===== config.mk =====
export PLATFORM = sky130hd
export DESIGN_NAME = instr_buffer_ctrl
export DESIGN_NICKNAME = d
export VERILOG_FILES = /design/src/rtl/instr_buffer_ctrl.sv
export SDC_FILE = /design/constraint.sdc
export NUM_CORES = 1
export LEC_CHECK = 0
export ABC_AREA = 1
export BUFFER_PORTS_ARGS = -buffer_cell sky130_fd_sc_hd__buf_4
export CORE_MARGIN = 3
export CORE_UTILIZATION = 45
export DETAILED_ROUTE_END_ITERATION = 12
export GPL_TIMING_DRIVEN = 0
export PLACE_DENSITY = 0.78
export SLEW_MARGIN = 0
export SYNTH_ARGS = -nofsm -noshare
export SYNTH_HDL_FRONTEND = slang
export SYNTH_SLANG_ARGS = --single-unit

===== constraint.sdc =====
create_clock -name clk -period 2.1 [get_ports clk]
set_input_delay 0.42 -clock clk [delete_from_list [all_inputs] [get_ports clk]]
set_output_delay 0.42 -clock clk [all_outputs]
set_load 0.05 [all_outputs]

===== src/rtl/instr_buffer_ctrl.sv =====
// ============================================================================
// Module      : instr_buffer_ctrl
// Description : Load-then-run sequencer for a single-port instruction buffer.
// Revision    : 1.0 - initial release
// ============================================================================
`default_nettype none

module instr_buffer_ctrl #(
    parameter  int IW   = 16,
    parameter  int BS   = 16,
    localparam int IDXW = $clog2(BS)
) (
    input  logic              clk,
    input  logic              rst,
    input  logic              start,
    input  logic              flush,
    input  logic              ld_valid,
    input  logic [IW-1:0]     ld_data,
    input  logic              ld_last,
    output logic              ld_ready,
    output logic              buf_we,
    output logic [IDXW-1:0]   buf_index,
    output logic [IW-1:0]     buf_wdata,
    input  logic [IW-1:0]     buf_rdata,
    output logic              issue_valid,
    output logic [IW-1:0]     issue_data,
    output logic [IDXW-1:0]   issue_index,
    input  logic              issue_ready,
    input  logic              jump_valid,
    input  logic [IDXW-1:0]   jump_index,
    output logic [IDXW:0]     loaded_count,
    output logic              busy,
    output logic              done
);

    typedef enum logic [2:0] {
        S_IDLE  = 3'd0,
        S_LOAD  = 3'd1,
        S_FETCH = 3'd2,
        S_ISSUE = 3'd3,
        S_DONE  = 3'd4
    } state_t;

    localparam logic [IDXW-1:0] IDX_ONE = IDXW'(1);
    localparam logic [IDXW-1:0] IDX_MAX = IDXW'(BS - 1);
    localparam logic [IDXW:0]   CNT_ONE = (IDXW + 1)'(1);

    state_t            state_q, state_d;
    logic [IDXW-1:0]   wr_ptr_q, wr_ptr_d;
    logic [IDXW-1:0]   rd_ptr_q, rd_ptr_d;
    logic [IDXW:0]     loaded_count_q, loaded_count_d;

    logic              ld_ready_q;
    logic              issue_valid_q;
    logic [IDXW-1:0]   issue_index_q;
    logic              busy_q;
    logic              done_q;

    logic              ld_fire;
    logic              issue_fire;
    logic              wr_full;
    logic              rd_last;
    logic              jump_in_range;

    // ld_ready_q / issue_valid_q are exact images of the state, so they
    // double as the handshake qualifiers.
    assign ld_fire       = ld_valid & ld_ready_q;
    assign issue_fire    = issue_valid_q & issue_ready;
    assign wr_full       = (wr_ptr_q == IDX_MAX);
    assign rd_last       = (({1'b0, rd_ptr_q} + CNT_ONE) == loaded_count_q);
    assign jump_in_range = ({1'b0, jump_index} < loaded_count_q);

    always_comb begin
        state_d        = state_q;
        wr_ptr_d       = wr_ptr_q;
        rd_ptr_d       = rd_ptr_q;
        loaded_count_d = loaded_count_q;

        case (state_q)
            S_IDLE, S_DONE: begin
                if (start) begin
                    state_d        = S_LOAD;
                    wr_ptr_d       = '0;
                    rd_ptr_d       = '0;
                    loaded_count_d = '0;
                end
            end

            S_LOAD: begin
                if (ld_fire) begin
                    loaded_count_d = loaded_count_q + CNT_ONE;
                    // Hold the pointer on the final slot so it never wraps.
                    if (!wr_full) begin
                        wr_ptr_d = wr_ptr_q + IDX_ONE;
                    end
                    if (ld_last || wr_full) begin
                        state_d = S_FETCH;
                    end
                end
            end

            S_FETCH: begin
                state_d = S_ISSUE;
            end

            S_ISSUE: begin
                if (issue_fire) begin
                    if (jump_valid) begin
                        if (jump_in_range) begin
                            rd_ptr_d = jump_index;
                            state_d  = S_FETCH;
                        end else begin
                            state_d  = S_DONE;
                        end
                    end else if (rd_last) begin
                        state_d = S_DONE;
                    end else begin
                        rd_ptr_d = rd_ptr_q + IDX_ONE;
                        state_d  = S_FETCH;
                    end
                end
            end

            default: begin
                state_d = S_IDLE;
            end
        endcase

        if (flush) begin
            state_d = S_IDLE;
        end
    end

    always_ff @(posedge clk or posedge rst) begin
        if (rst) begin
            state_q        <= S_IDLE;
            wr_ptr_q       <= '0;
            rd_ptr_q       <= '0;
            loaded_count_q <= '0;
            ld_ready_q     <= 1'b0;
            issue_valid_q  <= 1'b0;
            issue_index_q  <= '0;
            busy_q         <= 1'b0;
            done_q         <= 1'b0;
        end else begin
            state_q        <= state_d;
            wr_ptr_q       <= wr_ptr_d;
            rd_ptr_q       <= rd_ptr_d;
            loaded_count_q <= loaded_count_d;
            ld_ready_q     <= (state_d == S_LOAD);
            issue_valid_q  <= (state_d == S_ISSUE);
            issue_index_q  <= (state_d == S_ISSUE) ? rd_ptr_d : '0;
            busy_q         <= (state_d == S_LOAD) || (state_d == S_FETCH) ||
                              (state_d == S_ISSUE);
            done_q         <= (state_d == S_DONE);
        end
    end

    // The buffer read is registered, so issue_data stays stable while the
    // index is held during a decoder stall.
    assign ld_ready     = ld_ready_q;
    assign buf_we       = ld_fire;
    assign buf_index    = (state_q == S_LOAD) ? wr_ptr_q : rd_ptr_q;
    assign buf_wdata    = ld_fire ? ld_data : '0;
    assign issue_valid  = issue_valid_q;
    assign issue_data   = issue_valid_q ? buf_rdata : '0;
    assign issue_index  = issue_index_q;
    assign loaded_count = loaded_count_q;
    assign busy         = busy_q;
    assign done         = done_q;

endmodule

`default_nettype wire

Word-level counts from Yosys, hierarchy flattened:

Index checks and enable logic that the tools add are counted.

* add/subtract/negate cells: 4
* $lt $le $gt $ge: 1
* eq/ne operators: 13
* mux-type cells: 26
* bitwise gates (word level): 2
* reduce and logical (&&, ||, !) cells: 8

Operators by type and width (number)
* two-way mux 4 bit: 10
* two-way mux 16 bit: 2
* two-way mux 3 bit: 8
* case mux 4 bit (2 select lines): 2
* equality test 3 x 2 -> 1 bit (second input constant): 4
* case mux 3 bit (4 select lines): 1
* two-way mux 5 bit: 2
* case mux 5 bit (2 select lines): 1
* adder 4 x 1 -> 4 bit (second input constant): 2
* equality test 3 x 1 -> 1 bit (second input constant): 2
* equality test 3 bit (second input constant): 2
* != test 2 bit (second input constant): 3
* adder 4 x 1 -> 5 bit (second input constant): 1
* adder 5 x 1 -> 5 bit (second input constant): 1
* equality test 5 bit: 1
* less-than comparator 4 x 5 -> 1 bit: 1
* equality test 4 bit (second input constant): 1
* AND reduction 4 bit: 1
* logical NOT 3 bit: 1
* logical OR 1 bit: 3
* AND reduction 3 bit: 1
* AND 1 bit: 2
* nonzero test 2 bit: 1
* OR reduction 2 bit: 1

* register bits after elaboration: 24
* bits of input ports: 44
* output and inout bits: 50
* logic and storage cells: 63

Longest topological paths before layout:

* depth in word-level cells: 10
* depth in mapped cells: 14

Worst setup path after synthesis:

Ideal clock, no wire load.

* path type: register to output
* start point: reg state_q[1]
* end point: out buf_index[1]
* arrival time: 1.859 ns
* data required time: 1.680 ns
* path slack: -0.179 ns
* cell stages (with the launch flop): 5
* cells stage by stage: dfrtp_1 inv_1 nand3_1 buf_2 o21ai_0

* word-level cells in the longest chain between the ends: 2

RTL lines
* start: declaration: line 48 `state_t state_q, state_d;`
* start signal: assignment: line 146 `state_q <= state_d;`
* equality test 3 x 1 -> 1 bit: line 163 `assign buf_index = (state_q == S_LOAD) ? wr_ptr_q : rd_ptr_q;`
* two-way mux 4 bit: line 163
* end: declaration: line 22 `output logic [IDXW-1:0] buf_index,`

Every way passes these cells.

Worst setup path after layout:

* start point: reg loaded_count_q[2] (netlist: loaded_count[2])
* end point: reg issue_index_q[0] (netlist: issue_index[0])

RTL lines
* start: declaration: line 51 `logic [IDXW:0] loaded_count_q, loaded_count_d;`
* start signal: assignment: line 149 `loaded_count_q <= loaded_count_d;`
* less-than comparator 4 x 5 -> 1 bit / equality test 5 bit (equally long branches): line 71, 70
* two-way mux 4 bit (on tied branches): line 109, 115
* two-way mux 4 bit *: line 108 `if (jump_valid) begin`
* two-way mux 4 bit *: line 107 `if (issue_fire) begin`
* case mux 4 bit (2 select lines) *: line 79 `case (state_q)`
* via rd_ptr_d[0]: line 50 `logic [IDXW-1:0] rd_ptr_q, rd_ptr_d;`
* two-way mux 4 bit *: line 152 `issue_index_q <= (state_d == S_ISSUE) ? rd_ptr_d : '0;`
* end signal: assignment: line 152
* end: declaration: line 55 `logic [IDXW-1:0] issue_index_q;`

Mark *: on every way through the listed nets, which the timed path passes. The rest lies on a longest branch.
A chain may end at the register's enable or synchronous reset.

==> results.json <==
{
  "status": "finished, final reports clean",
  "period_needed_ns": 1.93,
  "grt_use_total_pct": 19.2,
  "startpoint_type": "flop",
  "wirelength_um": 4740,
  "first_global_vias": 1734,
  "fin_cells": 425,
  "rsz0062_at_grt": "false",
  "final_common_cell": "buf_4",
  "vdd_ir_drop_max_v": 0.000335,
  "dp_cells": 421,
  "cp_slowest_cell": "dfrtp_1",
  "crit_cells": 12,
  "synthCells": 280,
  "dr.pass1.iters": 4,
  "drc": 0,
  "slew_headroom_pct": 38.7,
  "power.density_nw_per_um2": 515,
  "cts.hold.buffers_added": 0,
  "critPathTopFamily": "simple AND/OR/NAND/NOR gates",
  "power_leakage_nw": 1.61,
  "fin_area_um2": 2620,
  "reg2reg_to": "issue_index[0]$_DFF_PP0_",
  "synth_nets": 330,
  "crit_chain": "inv_1 > ha_1 > nand2_1 > inv_1 > o21ai_1 > nand3_2 > o21ai_0 > nand2_1 > nand3_1 > nand2_1 > inv_1 > nor2_1",
  "routed_via_density": 4.72,
  "nets": 428,
  "r2r_start": "loaded_count[2]$_DFFE_PP0P_",
  "fp.coreArea_um2": 3720,
  "initial_core_util_pct": 47.5,
  "cp.required_ns": 2.26,
  "r2r_slack_ns": 0.17,
  "gp_congestion": 0.858,
  "avgSynthCellArea_um2": 6.30,
  "crit_fanout": 7,
  "finClkSkew_ns": 0.00497,
  "die_area_um2": 4710,
  "cts_tree": "built",
  "synth_area_um2": 1760,
  "io_pins": 94,
  "drv_slew": 0,
  "io_buffer_count": 93,
  "die_x_um": 68.6,
  "grt_max_degree": 25,
  "layout-drive-gt1-share_pct": 32.1,
  "antennaDiodeCount": 0,
  "hold_viol_final": 0,
  "layout_common_cells": "94 x buf_4, 76 x nand2_1, 67 x inv_1",
  "setup_viol": 0,
  "fmax_ghz": 0.517,
  "antenna_found_initial": 0,
  "clock_latency_ns": 0.26,
  "cts_buffers": 3,
  "max_slew.worst_pin.slew_ns": 0.918,
  "synth_warnings": 0,
  "num_rows": 22,
  "synthToLayoutAreaGrowth_pct": 48.6,
  "antenna_left": 0,
  "routedWlPerCell_um": 11.2,
  "cap_violations": 0,
  "placed_area_um2": 2530,
  "crit_buf_inv": 3,
  "hold_class": "in -> async",
  "cts_num_sinks": 24,
  "drt-initial-drc-count": 135,
  "die_y_um": 68.6,
  "fin_crit_sh_pct": 92.0,
  "clk_pin_slew_ns": 0.09,
  "arrival_ns": 2.10,
  "critPathMaxStageDelay_ns": 0.41,
  "cts_root_buffer": "clkbuf_8",
  "p_total_mw": 1.35,
  "hold-worst-slack_ns": 0.352,
  "grt_first_pass_wirelength_um": 7040,
  "rr_worst_depth": 12,
  "endpoint": "issue_index[0]$_DFF_PP0_",
  "num_vias": 2005,
  "yosysSeqAreaShare_pct": 34.0,
  "cts_buffer_depth": 2,
  "yosysUniqueCellTypes": 24,
  "cp-end-kind": "flop",
  "grt_overflow": 0,
  "synth-seq-cells": 24,
  "cts_htree_levels": 1,
  "crit_path_start": "loaded_count[2]$_DFFE_PP0P_",
  "critPathKind": "reg -> reg",
  "dpl.hpwl_um": 3890
}
==> kinds of logic after synthesis <==
kind of cell	Yosys count	synth area share (%)
and+or+nand+nor	153	37.6
buffers and inverters	75	16.2
DFF	24	34.0
AOI/OAI and AO/OA	22	7.87
adders and majority gates	6	4.26
==> state kept, by name, indices dropped and copies added (netlist names) <==
signal and count:
ld_ready 1, loaded_count 5, state_q 3, wr_ptr_q 4, issue_valid 1, issue_index 4, done 1, busy 1
rd_ptr_q 4
==> timing repair <==
item	in CTS	in global routing
setup endpoints to repair	0	26
setup buffers	0	0
gates resized for setup	0	8
==> Yosys cell counts <==
library cell	n	area, um^2
nor4_1	1	6.26
inv_2	3	11.3
o31ai_4	1	21.3
o2111ai_1	1	8.76
nand2_2	6	37.5
nand3_1	25	125
clkbuf_1	3	11.3
buf_4	1	7.51
o21ai_1	3	15.0
inv_1	67	251
nor2_4	1	11.3
nand3_2	1	10.0
nand4_1	5	31.3
nor2_1	33	124
nor3_1	4	20.0
a21oi_1	4	20.0
ha_1	6	75.1
nor3b_2	1	12.5
nand2_1	76	285
o21a_1	2	15.0
o21ai_0	10	50.1
o21ai_2	1	8.76
buf_2	1	5.00
dfrtp_1	24	601
==> report_power, final <==
part           total [mW]  internal [mW]  switching [mW]
registers           0.506          0.484          0.0221
logic               0.444          0.153           0.291
clock network       0.400          0.255           0.146
==> layout make-up <==
type | count | area [um^2]
fillers | 342 | 1090
multi-input cells | 181 | 900
repair buffers | 93 | 698
flip-flops and latches | 24 | 603
inverters | 70 | 263
well taps | 48 | 60.1
clock buffers | 3 | 41.3
clock inverters | 1 | 30.0
plain buffers | 5 | 26.3
==> metal layers <==
layer | wire length [um] | track usage, %
met1 | 2050 | 24.9
met3 | 233 | 2.11
met5 | 0 | 0
met2 | 2430 | 33.6
met4 | 27 | 5.21
==> per-stage QoR <==
step,TNS (ns),util [%],worst slack (ns)
finish,0,70.5,0.167
global route,0,70.5,0.0219
CTS,0,69.9,0.0198
detailed placement,0,68.0,0.107
global placement,0,68.0,0.125
floorplan,-1.89,-,-0.179
==> worst min-delay path by stage <==
stage                                 start                 endpoint  slack, ns  cells past startpoint
floorplan                               rst           busy$_DFF_PP0_       0.43                      1
global placement    wr_ptr_q[0]$_DFFE_PP0P_  wr_ptr_q[0]$_DFFE_PP0P_       0.53                      2
detailed placement  wr_ptr_q[0]$_DFFE_PP0P_  wr_ptr_q[0]$_DFFE_PP0P_       0.53                      2
CTS                                     rst       ld_ready$_DFF_PP0_       0.38                      2
global route                            rst           busy$_DFF_PP0_       0.42                      2
finish                                  rst       ld_ready$_DFF_PP0_       0.35                      2
(Power assumes the default switching activity.)
